[config.mk]
export PLATFORM = sky130hd
export DESIGN_NAME = refill_control_unit
export DESIGN_NICKNAME = d
export VERILOG_FILES = /design/src/rtl/refill_control_unit_pkg.sv /design/src/rtl/refill_beat_counter.sv /design/src/rtl/refill_control_unit.sv
export SDC_FILE = /design/constraint.sdc
export NUM_CORES = 1
export LEC_CHECK = 0
export BUFFER_PORTS_ARGS = -buffer_cell sky130_fd_sc_hd__buf_2
export CAP_MARGIN = 20
export CORE_MARGIN = 5
export CORE_UTILIZATION = 45
export DETAILED_ROUTE_END_ITERATION = 10
export PLACE_DENSITY = 0.72
export SKIP_LAST_GASP = 1
export SLEW_MARGIN = 0
export SYNTH_ARGS = -nofsm -noshare
export SYNTH_HDL_FRONTEND = slang
export SYNTH_SLANG_ARGS = --single-unit
export TNS_END_PERCENT = 5
[constraint.sdc]
create_clock -name clk -period 4.2 [get_ports clk]
set_clock_uncertainty 0.05 [all_clocks]
set_input_delay 0.63 -clock clk [delete_from_list [all_inputs] [get_ports clk]]
set_output_delay 0.63 -clock clk [all_outputs]
set_load 0.05 [all_outputs]
[src/rtl/refill_control_unit_pkg.sv]
`default_nettype none
// ============================================================================
//  Module      : refill_control_unit_pkg
//  Description : Shared definitions for the instruction-cache refill sequencer.
//                State encodings and a helper that sizes word-offset fields.
//  Revision    : 1.0 - initial release
// ============================================================================
package refill_control_unit_pkg;

    localparam int         c_STATE_W          = 2;
    localparam logic [1:0] c_ST_IDLE          = 2'd0;
    localparam logic [1:0] c_ST_MEM_REQ       = 2'd1;
    localparam logic [1:0] c_ST_BEATS         = 2'd2;
    localparam logic [1:0] c_ST_ARRAY_UPDATE  = 2'd3;

    // Width of a word offset within a line; a one-word line still gets a
    // one-bit field so port widths never collapse to zero.
    function automatic int idx_width(input int n);
        return (n < 2) ? 1 : $clog2(n);
    endfunction

endpackage
`default_nettype wire

[src/rtl/refill_beat_counter.sv]
`default_nettype none
// ============================================================================
//  Module      : refill_beat_counter
//  Description : Counts accepted beats of a line burst and maps each beat to
//                its line-buffer word offset (start offset plus count, wrapping
//                at the line size). Flags the final beat of the burst.
//  Ports       : clk, rst        - clock, synchronous active-high reset
//                i_halt          - freezes the count
//                i_clear         - restart count at zero (new burst)
//                i_en            - advance on an accepted beat
//                i_start_idx     - first word offset of the burst
//                o_word_idx      - word offset of the current beat
//                o_last          - current beat is the last of the line
//  Revision    : 1.0 - initial release
// ============================================================================
module refill_beat_counter #(
    parameter int WORDS_PER_LINE = 4,
    parameter int IDX_W          = 2
) (
    input  logic             clk,
    input  logic             rst,
    input  logic             i_halt,
    input  logic             i_clear,
    input  logic             i_en,
    input  logic [IDX_W-1:0] i_start_idx,
    output logic [IDX_W-1:0] o_word_idx,
    output logic             o_last
);

    localparam logic [IDX_W-1:0] c_LAST_CNT = IDX_W'(WORDS_PER_LINE - 1);

    logic [IDX_W-1:0] r_cnt;

    always_ff @(posedge clk) begin
        if (rst) begin
            r_cnt <= '0;
        end else if (!i_halt) begin
            if (i_clear) begin
                r_cnt <= '0;
            end else if (i_en) begin
                r_cnt <= r_cnt + 1'b1;
            end
        end
    end

    // Line size is a power of two, so the IDX_W-bit sum wraps exactly at the
    // line boundary.
    assign o_word_idx = i_start_idx + r_cnt;
    assign o_last     = (r_cnt == c_LAST_CNT);

endmodule
`default_nettype wire

[src/rtl/refill_control_unit.sv]
`default_nettype none
// ============================================================================
//  Module      : refill_control_unit
//  Description : Instruction-cache miss/refill sequencer. Captures a miss,
//                issues one line request, accepts WORDS_PER_LINE beats
//                (optionally critical-word-first), flags the missed word for
//                early restart, kicks off the array update and counts misses.
//  Ports       : clk, rst                  - clock, sync active-high reset
//                i_halt                    - global stall, freezes all state
//                i_valid/i_cache_hit       - lookup result
//                i_miss_word_idx           - word offset of missed fetch
//                o_ready, o_miss_state     - lookup handshake / busy
//                o_mem_req_*, i_mem_req_ready - line request channel
//                i_mem_beat_*, o_mem_beat_ready - beat channel
//                o_wr_en, o_wr_word_idx    - line-buffer write
//                o_send_missed_word        - forward beat to fetch
//                o_initiate_array_update, i_arrays_update_complete
//                o_refill_error            - refill aborted pulse
//                o_miss_count              - saturating miss counter
//  Revision    : 1.0 - initial release
// ============================================================================
module refill_control_unit
    import refill_control_unit_pkg::*;
#(
    parameter  int WORDS_PER_LINE  = 4,
    parameter  bit CRIT_WORD_FIRST = 1'b1,
    parameter  int CNT_W           = 16,
    localparam int IDX_W           = idx_width(WORDS_PER_LINE)
) (
    input  logic             clk,
    input  logic             rst,
    input  logic             i_halt,
    input  logic             i_valid,
    input  logic             i_cache_hit,
    input  logic [IDX_W-1:0] i_miss_word_idx,
    output logic             o_ready,
    output logic             o_miss_state,
    output logic             o_mem_req_valid,
    input  logic             i_mem_req_ready,
    output logic [IDX_W-1:0] o_mem_req_word_idx,
    input  logic             i_mem_beat_valid,
    input  logic             i_mem_beat_error,
    output logic             o_mem_beat_ready,
    output logic             o_wr_en,
    output logic [IDX_W-1:0] o_wr_word_idx,
    output logic             o_send_missed_word,
    output logic             o_initiate_array_update,
    input  logic             i_arrays_update_complete,
    output logic             o_refill_error,
    output logic [CNT_W-1:0] o_miss_count
);

    logic [c_STATE_W-1:0] r_state;
    logic [IDX_W-1:0]     r_miss_idx;
    logic                 r_update;
    logic [CNT_W-1:0]     r_miss_count;

    logic             w_st_idle;
    logic             w_st_req;
    logic             w_st_beats;
    logic             w_miss_take;
    logic [IDX_W-1:0] w_miss_idx_in;
    logic [IDX_W-1:0] w_start_idx;
    logic             w_req_fire;
    logic             w_beat_acc;
    logic             w_beat_ok;
    logic             w_beat_err;
    logic [IDX_W-1:0] w_word_idx;
    logic             w_last;

    assign w_st_idle  = (r_state == c_ST_IDLE);
    assign w_st_req   = (r_state == c_ST_MEM_REQ);
    assign w_st_beats = (r_state == c_ST_BEATS);

    assign w_miss_take = w_st_idle & i_valid & ~i_cache_hit & ~i_halt;

    // A one-word line has only offset 0; the one-bit index port is ignored.
    assign w_miss_idx_in = (WORDS_PER_LINE == 1) ? '0 : i_miss_word_idx;
    assign w_start_idx   = CRIT_WORD_FIRST ? r_miss_idx : '0;

    assign w_req_fire = w_st_req & i_mem_req_ready & ~i_halt;
    assign w_beat_acc = i_mem_beat_valid & o_mem_beat_ready;
    assign w_beat_ok  = w_beat_acc & ~i_mem_beat_error;
    assign w_beat_err = w_beat_acc & i_mem_beat_error;

    refill_beat_counter #(
        .WORDS_PER_LINE (WORDS_PER_LINE),
        .IDX_W          (IDX_W)
    ) u_beat_counter (
        .clk         (clk),
        .rst         (rst),
        .i_halt      (i_halt),
        .i_clear     (w_req_fire),
        .i_en        (w_beat_ok),
        .i_start_idx (w_start_idx),
        .o_word_idx  (w_word_idx),
        .o_last      (w_last)
    );

    always_ff @(posedge clk) begin
        if (rst) begin
            r_state      <= c_ST_IDLE;
            r_miss_idx   <= '0;
            r_update     <= 1'b0;
            r_miss_count <= '0;
        end else if (!i_halt) begin
            case (r_state)
                c_ST_IDLE: begin
                    if (w_miss_take) begin
                        r_miss_idx <= w_miss_idx_in;
                        if (r_miss_count != '1) begin
                            r_miss_count <= r_miss_count + 1'b1;
                        end
                        r_state <= c_ST_MEM_REQ;
                    end
                end
                c_ST_MEM_REQ: begin
                    if (w_req_fire) begin
                        r_state <= c_ST_BEATS;
                    end
                end
                c_ST_BEATS: begin
                    if (w_beat_err) begin
                        r_state <= c_ST_IDLE;
                    end else if (w_beat_ok && w_last) begin
                        r_state  <= c_ST_ARRAY_UPDATE;
                        r_update <= 1'b1;
                    end
                end
                c_ST_ARRAY_UPDATE: begin
                    // Request stays up until the first unhalted cycle here.
                    r_update <= 1'b0;
                    if (i_arrays_update_complete) begin
                        r_state <= c_ST_IDLE;
                    end
                end
                default: begin
                    r_state <= c_ST_IDLE;
                end
            endcase
        end
    end

    assign o_ready                 = w_st_idle & ~i_halt;
    assign o_miss_state            = ~w_st_idle;
    assign o_mem_req_valid         = w_st_req;
    assign o_mem_req_word_idx      = w_st_req ? w_start_idx : '0;
    assign o_mem_beat_ready        = w_st_beats & ~i_halt;
    assign o_wr_en                 = w_beat_ok;
    assign o_wr_word_idx           = w_st_beats ? w_word_idx : '0;
    assign o_send_missed_word      = w_beat_ok & (w_word_idx == r_miss_idx);
    assign o_initiate_array_update = r_update;
    assign o_refill_error          = w_beat_err;
    assign o_miss_count            = r_miss_count;

endmodule
`default_nettype wire

==> reports/qor.csv <==
metric,value,unit
pre-CTS WS,1.713,ns
Max-Cap Viols,0,
via count of the first global-routing pass,1233,
"Clk pin slew, worst setup/hold paths",0.13,ns
multi-input combinational cell area,809.5,sq um
Tmin final,2.593,ns
crit path max fanout,10,
min-delay src,r_miss_idx[0],
I/O pin count,39,
nets,213,
Net Sw Power,0.1032,mW
CTS Hold Bufs,0,
internal power,0.2722,mW
largest net degree at the start of global routing,27,
"antenna viol nets, final",0,
most used routing layer in global routing,met2,
H-tree Lvls,1,
initial cell density of the core,0.4786,
CP startpoint kind,register,
wire per inst,14.20,um
worst slew pin tran,0.6367,ns
IO buf count,38,
part of the power in registers,0.600,
synthesized area per cell,8.339,sq um
GRT Residual Overflow,0,
Lkg Pwr,0.6500,nW
final core utilization,0.5571,
DRT Wirelength,3238,um
CP startpoint,r_state[1],
Max clock buf depth,2,
Rows,19,
GRT met1 Usage,0.1975,
reg2reg start,o_miss_count[0],
Max-slew headroom,0.5720,
RSZ-0062 raised after global routing,no,
post-synthesis cell area,1343,sq um
"Distinct cells, synth",39,
final worst-path setup slack,1.607,ns
clk root buf,clkbuf_4,
met2 Usage GRT,0.2809,
outcome,completed,
Hold WS,0.4576,ns
layout cells sized above 1,0.2690,
post-route setup TNS,0,ns
number of fill cells in the layout,273,
syn nets,176,
All-Layer GR Usage,0.1597,
crit share post-route,0.6173,
post-synthesis sequential area ratio,0.3430,
die area,4176,sq um
vias per cell,5.952,
VDD IR max,122.9,uV
die outline width,64.62,um
clock sink count,23,
post-synthesis register bit count,23,
Skew-Pair Late Insertion Delay,0.32,ns
sequential cell area,460.4,sq um
WP data required,3.52,ns
Yosys warning total,0,
gpl congestion,0.7784,
Post-route DRC,0,
"Top FF cell, synth",dfxtp_1,
PwrDens,240.2,nW/um^2
# resized after CTS,0,
total clock buffers created by CTS,3,
sw frac,0.2748,
post-synthesis async set-or-reset flop share,0,
Fin. Hold Viols,0,
Final Max Slew Viols,0,
Fmax,385.7,MHz
CTS tree,done,
critical path type,register to output pin,
initial antenna violation count,0,
clock share of power,0.278,
Gate power share,0.122,
area delta synth->final,16.40,%
Antenna diodes,0,
DP HPWL,2464,um
crit end category,output pin,
final setup fails,0,
met3 usage,0.04145,
first-pass GRT wire length,5444,um
Post-CTS Setup Inserts,0,
worst path arrival time,1.91,ns
vias,1357,
Cells after Synth,161,
Die Ht,64.62,um
Core Region,2805,sq um
Post-synth EDFFs,0,
worst min-delay path class,register to register,
Pre-antenna DRT Iters,4,
DR iter-0 viols,92,
power groups by stage:
stage | Clock, mW | Combinational, mW | Sequential, mW
floorplan | 0 | 0.0352 | 0.229
global placement | 0 | 0.0450 | 0.229
detailed placement | 0 | 0.0459 | 0.230
CTS | 0.106 | 0.0461 | 0.225
global route | 0.116 | 0.0496 | 0.226
finish | 0.105 | 0.0458 | 0.225
final cells by class:
class	instances	share of cell area
Inverter	8	0.01922
Tap cell	31	0.02482
Sequential cell	23	0.2946
Clock buffer	4	0.01681
Timing Repair Buffer	39	0.1265
Multi-Input combinational cell	123	0.5180
placed cells by master (no fill, tap or decap), types with 3 or more instances in the layout:
cell and count:
buf_2 38, dfxtp_1 23, a21oi_1 20, nand2_1 10
o31ai_1 10, nor2_1 9, inv_1 8, or4_1 8
nand3_1 6, o21ai_0 6, or3_1 5, nand4_1 5
and2_1 4, and3_1 4, ha_1 4, nor2b_1 3
and4_1 3, clkbuf_4 3
synth_stat cells (3+ instances only):
library cell,count,area (sq um)
o31ai_1,10,75.07
and3_1,4,25.02
inv_1,8,30.03
a21oi_1,20,100.1
dfxtp_1,23,460.4
nand2_1,10,37.54
o21ai_0,6,30.03
nand4_1,5,31.28
and2_1,4,25.02
nand3_1,6,30.03
or4_1,8,60.06
ha_1,4,50.05
or3_1,5,31.28
nor2b_1,3,18.77
nor2_1,9,33.78
clkbuf_1,3,11.26
and4_1,3,26.28
through the flow:
| stage | power [mW] | std cells | instance area, sq um |
|---|---|---|---|
| 5_1_grt | 0.3910 | 228 | 1563 |
| 2_1_floorplan | 0.2642 | 161 | 1343 |
| 4_1_cts | 0.3771 | 227 | 1555 |
| 3_5_place_dp | 0.2758 | 223 | 1529 |
| 3_3_place_gp | 0.2744 | 223 | 1529 |
| 6_report | 0.3754 | 228 | 1563 |
state kept, by name (all words and copies together) (netlist names):
register,flops
u_beat_counter.r_cnt,2
r_state,2
o_miss_count,16
r_miss_idx,2
o_initiate_array_update,1
worst max-delay path: stages (launching register included):
cell and delay [ns]:
dfxtp_1 0.62, nand2b_4 0.12, or3_1 0.33, inv_1 0.15, and2_1 0.14, buf_2 0.25
routing by layer:
layer | vias to the layer above | part of all wire | routed length (um)
li1 | 673 | - | -
met1 | 639 | 0.44 | 1435
met2 | 40 | 0.49 | 1597
met3 | 5 | 0.055 | 178
met4 | 0 | 0.0080 | 26
met5 | - | 0 | 0
final timing paths:
path	endpoint	slack [ns]	depth (start not counted)
max	o_send_missed_word	1.61	5
max reg2reg	o_miss_count[1]	2.08	6
min	r_miss_idx[0]	0.46	2
min reg2reg	r_miss_idx[0]	0.46	2
cells by family after synthesis:
| group | after synthesis | share of synthesized area |
|---|---|---|
| xor gates and xnor gates | 2 | 0.01305 |
| adders and majority gates | 4 | 0.03728 |
| buffers and inverters | 15 | 0.05405 |
| muxes | 2 | 0.01677 |
| DFF | 23 | 0.3430 |
| and+or+nand+nor | 70 | 0.3262 |
| AOI/OAI and AO/OA | 45 | 0.2097 |
(Power assumes the default switching activity.)
